$ cat config.mk
export PLATFORM = sky130hd
export DESIGN_NAME = icache_dm_flat
export DESIGN_NICKNAME = d
export VERILOG_FILES = /design/src/rtl/icache_dm_if.sv /design/src/rtl/icache_dm.sv /design/src/flat_wrapper.sv
export SDC_FILE = /design/constraint.sdc
export NUM_CORES = 2
export LEC_CHECK = 0
export CORE_ASPECT_RATIO = 0.6
export CORE_MARGIN = 2
export CORE_UTILIZATION = 50
export DETAILED_ROUTE_END_ITERATION = 7
export HOLD_SLACK_MARGIN = 0.03
export PLACE_DENSITY = 0.76
export SLEW_MARGIN = 15
export SYNTH_ARGS = -nofsm -noshare
export SYNTH_HDL_FRONTEND = slang
export SYNTH_SLANG_ARGS = --single-unit
$ cat constraint.sdc
create_clock -name clk -period 4.9 [get_ports clk]
set_input_delay 0.98 -clock clk [delete_from_list [all_inputs] [get_ports clk]]
set_output_delay 0.98 -clock clk [all_outputs]
set_load 0.02 [all_outputs]
$ cat src/rtl/icache_dm_if.sv
// Word-read bus between the instruction cache and its backing memory.
// The cache drives req/addr and the memory answers with ack/rdata in the same cycle it accepts.
interface icache_dm_if;
    logic        mem_req;
    logic [31:0] mem_addr;
    logic        mem_ack;
    logic [31:0] mem_rdata;

    modport master (
        output mem_req,
        output mem_addr,
        input  mem_ack,
        input  mem_rdata
    );

    modport slave (
        input  mem_req,
        input  mem_addr,
        output mem_ack,
        output mem_rdata
    );
endinterface

$ cat src/rtl/icache_dm.sv
// Direct-mapped read-only instruction cache with same-cycle hits and whole-line refill.
// Refill runs word 0 upward over a req/ack bus; a flush during a refill leaves that line invalid.
module icache_dm #(
    parameter int LINES          = 16,
    parameter int WORDS_PER_LINE = 4
) (
    input  logic               clk,
    input  logic               reset,
    input  logic [31:0]        pc,
    output logic [31:0]        instr,
    output logic               stall,
    input  logic               flush,
    icache_dm_if.master        mem,
    output logic [31:0]        hit_cnt,
    output logic [31:0]        miss_cnt
);
    localparam int OFF_W = $clog2(WORDS_PER_LINE);
    localparam int IDX_W = $clog2(LINES);
    localparam int TAG_W = 30 - OFF_W - IDX_W;

    typedef enum logic {IDLE, FILL} state_t;

    state_t             state_q, state_d;
    logic [LINES-1:0]   valid_q, valid_d;
    logic [TAG_W-1:0]   miss_tag_q, miss_tag_d;
    logic [IDX_W-1:0]   miss_idx_q, miss_idx_d;
    logic [OFF_W-1:0]   cnt_q, cnt_d;
    logic               flush_pend_q, flush_pend_d;
    logic               mem_req_q, mem_req_d;
    logic [31:0]        mem_addr_q, mem_addr_d;
    logic [31:0]        hit_cnt_q, hit_cnt_d;
    logic [31:0]        miss_cnt_q, miss_cnt_d;

    logic [31:0]        data_q [LINES*WORDS_PER_LINE];
    logic [TAG_W-1:0]   tag_q  [LINES];

    logic               data_we;
    logic               tag_we;

    logic [OFF_W-1:0]   pc_off;
    logic [IDX_W-1:0]   pc_idx;
    logic [TAG_W-1:0]   pc_tag;
    logic               hit;
    logic               last_word;
    logic [OFF_W-1:0]   cnt_next;
    logic               unused_pc_bits;

    assign pc_off = pc[OFF_W+1:2];
    assign pc_idx = pc[OFF_W+IDX_W+1:OFF_W+2];
    assign pc_tag = pc[31:OFF_W+IDX_W+2];
    assign unused_pc_bits = ^pc[1:0];

    assign hit       = (state_q == IDLE) && valid_q[pc_idx] && (tag_q[pc_idx] == pc_tag);
    assign stall     = ~hit;
    assign instr     = hit ? data_q[{pc_idx, pc_off}] : 32'h0000_0000;
    assign last_word = (cnt_q == OFF_W'(WORDS_PER_LINE - 1));
    assign cnt_next  = cnt_q + OFF_W'(1);

    assign mem.mem_req  = mem_req_q;
    assign mem.mem_addr = mem_addr_q;
    assign hit_cnt      = hit_cnt_q;
    assign miss_cnt     = miss_cnt_q;

    always_comb begin
        state_d      = state_q;
        valid_d      = valid_q;
        miss_tag_d   = miss_tag_q;
        miss_idx_d   = miss_idx_q;
        cnt_d        = cnt_q;
        flush_pend_d = flush_pend_q;
        mem_req_d    = mem_req_q;
        mem_addr_d   = mem_addr_q;
        hit_cnt_d    = hit_cnt_q;
        miss_cnt_d   = miss_cnt_q;
        data_we      = 1'b0;
        tag_we       = 1'b0;

        unique case (state_q)
            IDLE: begin
                if (flush) begin
                    valid_d = '0;
                end
                if (hit) begin
                    if (hit_cnt_q != 32'hFFFF_FFFF) begin
                        hit_cnt_d = hit_cnt_q + 32'd1;
                    end
                end else begin
                    miss_tag_d = pc_tag;
                    miss_idx_d = pc_idx;
                    cnt_d      = '0;
                    mem_req_d  = 1'b1;
                    mem_addr_d = {pc_tag, pc_idx, {OFF_W{1'b0}}, 2'b00};
                    state_d    = FILL;
                    if (miss_cnt_q != 32'hFFFF_FFFF) begin
                        miss_cnt_d = miss_cnt_q + 32'd1;
                    end
                end
            end
            FILL: begin
                if (flush) begin
                    valid_d      = '0;
                    flush_pend_d = 1'b1;
                end
                if (mem.mem_ack) begin
                    data_we = 1'b1;
                    cnt_d   = cnt_next;
                    if (last_word) begin
                        // A flush arriving with the final ack still counts as pending.
                        tag_we              = 1'b1;
                        valid_d[miss_idx_q] = ~(flush_pend_q | flush);
                        flush_pend_d        = 1'b0;
                        mem_req_d           = 1'b0;
                        state_d             = IDLE;
                    end else begin
                        mem_addr_d = {miss_tag_q, miss_idx_q, cnt_next, 2'b00};
                    end
                end
            end
            default: begin
                state_d = IDLE;
            end
        endcase
    end

    always_ff @(posedge clk) begin
        if (reset) begin
            state_q      <= IDLE;
            valid_q      <= '0;
            miss_tag_q   <= '0;
            miss_idx_q   <= '0;
            cnt_q        <= '0;
            flush_pend_q <= 1'b0;
            mem_req_q    <= 1'b0;
            mem_addr_q   <= '0;
            hit_cnt_q    <= '0;
            miss_cnt_q   <= '0;
        end else begin
            state_q      <= state_d;
            valid_q      <= valid_d;
            miss_tag_q   <= miss_tag_d;
            miss_idx_q   <= miss_idx_d;
            cnt_q        <= cnt_d;
            flush_pend_q <= flush_pend_d;
            mem_req_q    <= mem_req_d;
            mem_addr_q   <= mem_addr_d;
            hit_cnt_q    <= hit_cnt_d;
            miss_cnt_q   <= miss_cnt_d;
        end
    end

    // Storage arrays carry no reset; the valid bits alone decide what is usable.
    always_ff @(posedge clk) begin
        if (!reset && data_we) begin
            data_q[{miss_idx_q, cnt_q}] <= mem.mem_rdata;
        end
        if (!reset && tag_we) begin
            tag_q[miss_idx_q] <= miss_tag_q;
        end
    end
endmodule

$ cat src/flat_wrapper.sv
// flat-port wrapper written by rule: the top's interface ports become plain ports
module icache_dm_flat 
#(
    parameter int LINES          = 16,
    parameter int WORDS_PER_LINE = 4
)
  (clk, reset, pc, instr, stall, flush, hit_cnt, miss_cnt, mem_mem_req, mem_mem_addr, mem_mem_ack, mem_mem_rdata);
  icache_dm_if mem_i ();
  input  logic clk;
  input  logic reset;
  input  logic [31:0] pc;
  output logic [31:0] instr;
  output logic stall;
  input  logic flush;
  output logic [31:0] hit_cnt;
  output logic [31:0] miss_cnt;
  output wire logic [$bits(mem_i.mem_req)-1:0] mem_mem_req;
  output wire logic [$bits(mem_i.mem_addr)-1:0] mem_mem_addr;
  input wire logic [$bits(mem_i.mem_ack)-1:0] mem_mem_ack;
  input wire logic [$bits(mem_i.mem_rdata)-1:0] mem_mem_rdata;
  assign mem_mem_req = mem_i.mem_req;
  assign mem_mem_addr = mem_i.mem_addr;
  assign mem_i.mem_ack = mem_mem_ack;
  assign mem_i.mem_rdata = mem_mem_rdata;
  icache_dm #(.LINES(LINES), .WORDS_PER_LINE(WORDS_PER_LINE)) u_core (.clk(clk), .reset(reset), .pc(pc), .instr(instr), .stall(stall), .flush(flush), .mem(mem_i), .hit_cnt(hit_cnt), .miss_cnt(miss_cnt));
endmodule
Word-level counts from Yosys, hierarchy flattened:

Memories as Yosys holds them, arrays and structs flattened.
Cells that the tools add are included.

* register bits: 145
* bits in writable memories: 2432
* input bits: 68
* output and inout port bits: 130
* word-level logic and storage cells: 80
* memories kept: 2

Memory list
* u_core.data_q: depth 64, width 32, rd ports 1, clocked after Yosys merged registers in 0, wr ports 1, RTL line icache_dm.sv:34 `logic [31:0] data_q [LINES*WORDS_PER_LINE];`
* u_core.tag_q: depth 16, width 24, rd ports 1, clocked after Yosys merged registers in 0, wr ports 1, RTL line icache_dm.sv:35 `logic [TAG_W-1:0] tag_q [LINES];`

* add/subtract/negate cells: 3
* $lt $le $gt $ge: 3
* eq/ne operators: 8
* mux-type cells: 38
* bitwise operators: 4
* reduce and logical (&&, ||, !) cells: 12

Operators by type and width (number)
* $mux 32: 4
* $add 32x1->32 const B: 2
* $mux 16: 4
* $ne 32x32->1 const B: 2
* $pmux 32 s2: 1
* $pmux 16 s2: 1
* $eq 24x24->1: 1
* $mux 1: 20
* $bwmux 16: 1
* $reduce_and 3->1: 4
* $lt 4x5->1 const B: 2
* $ne 2x2->1 const B: 4
* $logic_and 1x1->1: 5
* $bmux 1 s4: 1
* $demux 1 s4: 1
* $ge 4x1->1 const B: 1
* $mux 2: 2
* $pmux 1 s2: 2
* $pmux 2 s2: 1
* $reduce_and 2->1: 2
* $not 1->1: 3
* $add 2x1->2 const B: 1
* $eq 2x2->1 const B: 1
* $logic_not 1->1: 1
* $or 1x1->1: 1

Logic depth before layout (Yosys ltp):

* depth in word-level cells: 8
* gate-level depth with buffers: 17
* mapped depth without buffers: 10

Least setup slack after synthesis:

No wires, ideal clock.

* path kind: input to output
* start point: input port pc[5]
* end point: output port instr[11]
* arrival time: 4.102 ns
* data required time: 3.920 ns
* slack: -0.182 ns
* cell stages on the path: 13
* buffers on the path: 5
* cell sequence: buf_6 buf_6 mux4_2 mux4_2 xnor2_1 o211ai_1 nor4_2 and2_1 buf_6 inv_4 buf_6 clkbuf_1 a211oi_1

* word-level cells in the longest chain between the ends: 5

Ends and longest elaborated chain
* start: declaration: RTL line flat_wrapper.sv:11 `input logic [31:0] pc;`
* parallel branches: the longest is 4 deep, another holds $mem_v2 16x24
* $mux 32 (*): RTL line icache_dm.sv:55 `assign instr = hit ? data_q[{pc_idx, pc_off}] : 32'h0000_0000;`
* end: declaration: RTL line flat_wrapper.sv:12 `output logic [31:0] instr;`

Every way passes the cells marked *. The select of a mux whose other input is x is not followed.

Final worst setup path:

* start point: input port pc[4]
* end point: output port instr[31]

The elaborated chain is that of the path after synthesis.

==> summary.txt <==
Status
  – Status: finished, violations left
  – Failing checks: setup timing

GRT
  – GRT Util Overall: 25.30%
  – GR Overflow Total: 0
  – Antenna violations before repair: 11
  – Global-route wire length before repair: 369,300 µm
  – Vias in the first global route: 50,290
  – Largest net degree at the start of global routing: 75

Clock tree
  – CTS root buffer: clkbuf_16
  – Clock Pin Slew Worst Setup and Hold Paths: 0.06 ns
  – CTS sink cnt: 2,575
  – Total CTS buffers: 222
  – CTS tree: built
  – CTS Buffer Depth: 4
  – Number of H-tree levels: 4
  – Clock Latency Late Sink: 0.89 ns

Routing
  – Vias: 51,420
  – Post-detailed-routing wire length: 259,600 µm
  – DR pass1 iterations: 6
  – Remaining antenna violation count after routing: 0
  – Vias per std cell: 6.519
  – Initial DRC count: 7,834
  – Routed wire per std cell: 32.91 µm
  – DRC viols: 0

Synth
  – Yosys top cell area share: 73.16%
  – Flops & latches, synth: 2,575
  – Synth Cell Area: 99,820 µm²
  – Syn Inst Count: 4,527
  – Ys async rst share: 0%
  – Number of library cell types mapped by synthesis: 62
  – Cell taking the most area after synthesis: edfxtp_1
  – YS warnings: 0
  – Count leader, synth: edfxtp_1
  – Commonest cells in the netlist: edfxtp_1 (2,432), mux4_2 (741), nor2_1 (192)
  – Top FF cell, synth: edfxtp_1
  – Area contributors post-synth: edfxtp_1 (73%), mux4_2 (17%), dfxtp_1 (2.9%)
  – Sequential share of the synthesized area: 76.03%
  – Number of synthesized flops with an enable pin: 2,432
  – Syn_area_per_cell: 22.05 µm²

STA
  – Min cycle time layout: 5.066 ns
  – Worst Tran Pin Value: 1.171 ns
  – Unrepaired setup endpoints after global routing: true
  – Final hold vios: 0
  – Post-route setup slack: -0.1658 ns
  – Setup Skew: 0.09366 ns
  – Final count of negative-setup-slack endpoints: 21
  – Final Cycle Share: 103.4%
  – Relative slew slack: 21.77%
  – Final number of max-transition violations: 0
  – Maximum clock frequency: 197.4 MHz

Pwr
  – Sw frac: 21.01%
  – Part of the power in registers: 55.0%
  – Worst vdd ir: 0.2931 mV
  – PwrDens: 378.5 nW/µm²
  – Pint: 34.72 mW
  – Combinational share of power: 5.3%
  – NetSw: 9.233 mW
  – Leak: 36.62 nW
  – Clk pwr share: 39.7%
  – Pwr Total: 43.95 mW

Run
  – Maxcap violations: 0

Die
  – Initial Util: 50.53%
  – Core area: 197,500 µm²
  – Die area: 203,400 µm²
  – IO Count: 198
  – Die height: 350.1 µm
  – Rows: 126
  – Horiz. Die Dim: 580.8 µm

Worst setup path
  – Max incr delay on CP: 0.56 ns
  – RR Endpoint: u_core.miss_tag_q[6]
  – Crit-path cells: buf_8 -> inv_1 -> buf_4 -> mux4_2 -> xnor2_1 -> o211ai_1 -> nor4_4 -> buf_4 -> and2_4 -> inv_12 -> buf_4 -> buf_8 -> a211oi_2 -> buf_4
  – CP Data Arrival Time: 4.09 ns
  – Critical path class: primary input to output pin
  – Crit path max fanout: 13
  – Startpoint type of the worst setup path: primary input
  – R2R Setup Slk: 0.56 ns
  – Worst Setup EP: instr[31]
  – Critical path's most frequent cell: buf_4
  – CP max-delay cell: mux4_2
  – CP endpoint kind: output pin
  – Worst setup path start: pc[4]
  – WP data required: 3.92 ns
  – Worst r2r src: u_core.tag_q[2][5]
  – Reg2Reg Depth: 17

Hold path
  – Worst Hold Class: register to register

Placement
  – Port Buffers: 193
  – HPWL after detailed placement: 145,700 µm
  – Placer Congestion: 0.8179

Final layout
  – Ratio of cells with drive above 1 in the final layout: 32.32%
  – Core Util, Final: 58.78%
  – Area growth from synthesis to layout: 16.32%
  – Final #Nets: 5,153
state kept, by name, summed over array words and instances, names as in the netlist:
signal and count:
u_core.data_q 2048, u_core.tag_q 384, u_core.hit_cnt 32, u_core.miss_cnt 32
u_core.mem.mem_addr 30, u_core.miss_tag_q 24, u_core.valid_q 16, u_core.miss_idx_q 4
u_core.cnt_q 2, u_core.flush_pend_q 1, u_core.mem.mem_req 1, u_core.state_q 1
what timing repair did:
item / CTS / global route
pin swaps: 6 / 15
cloned: 0 / 6
gates resized for setup: 129 / 59
buffers inserted: 10 / 21
hold buffers: 0 / 0
setup endpoints to repair: 33 / 33
metal layers:
| layer | track usage, % | share of wire, % | vias up |
|---|---|---|---|
| met3 | 5.541 | 12 | 386 |
| met2 | 37.74 | 45 | 3576 |
| li1 | - | - | 20180 |
| met5 | 0 | 0.025 | - |
| met1 | 38.55 | 40 | 27270 |
| met4 | 5.810 | 2.3 | 10 |
power groups by stage:
stage	combinational (mW)	clock (mW)	sequential, mW
after detailed placement	2.25	0	24.7
after global placement	2.21	0	24.7
after global routing	2.44	18.5	24.2
after floorplan	1.22	0	24.7
final	2.32	17.4	24.2
after CTS	2.29	17.6	24.2
worst max-delay path: cells and delay by family:
family,cells,cell delay [ns]
mux,1,0.56
buf+inv,8,1.43
simple gates,2,0.46
xor+xnor,1,0.16
compound gates,2,0.48
layout by cell type (no fill, tap or decap), drive strengths merged, types with 29 or more instances in the layout:
cell,count
clkdlybuf4s50,121
nand2,54
a211oi,69
mux2,30
edfxtp,2432
buf,470
and3,29
o21ai,37
clkbuf,276
dfxtp,143
clkinv,92
nand3,42
nor2,192
mux4,741
a21oi,54
mux2i,135
nor2b,50
metrics by stage:
step,cell area (µm²),TNS (ns),setup slack [ns],hold slack [ns],std cells
floorplan,99960,-0.7638,-0.07160,0.4504,4528
CTS,115500,-4.986,-0.2736,0.4758,7860
global placement,108100,-31.36,-0.9797,0.4602,7448
finish,116100,-1.873,-0.1658,0.4801,7887
detailed placement,108100,-34.99,-1.104,0.4672,7448
global route,116100,-4.269,-0.2806,0.5051,7885
worst min path at each step:
stage	start	cells after the start	to	slack, ns
finish	u_core.valid_q[2]	2	u_core.valid_q[2]	0.48
global route	u_core.valid_q[8]	2	u_core.valid_q[8]	0.51
floorplan	u_core.valid_q[2]	2	u_core.valid_q[2]	0.45
detailed placement	u_core.valid_q[10]	2	u_core.valid_q[10]	0.47
CTS	u_core.valid_q[10]	2	u_core.valid_q[10]	0.48
global placement	u_core.mem.mem_addr[3]	2	u_core.mem.mem_addr[3]	0.46
cell families (layout without fill, tap and decap cells):
group	count (synthesis)	count (layout)	share of synthesized area (%)
flops	2575	2575	76.03
mux	906	906	18.41
simple gates	508	508	2.586
buf+inv	285	1017	1.225
compound gates	214	214	1.404
xor+xnor	35	35	0.3071
fa+ha+maj	3	3	0.03761
other cells	1	5	0.003757
final cells by class:
type | count | area [µm²]
tap | 2624 | 3283
timing repair buffer | 596 | 6151
inverter | 18 | 80.08
clock inverter | 131 | 1255
timing repair inverter | 1 | 8.758
antenna | 3 | 7.507
fill | 13550 | 81430
sequential | 2575 | 75890
clock buffer | 271 | 5821
multi-input combinational | 1668 | 23610
Note: power is estimated with default switching activity, not from simulation.
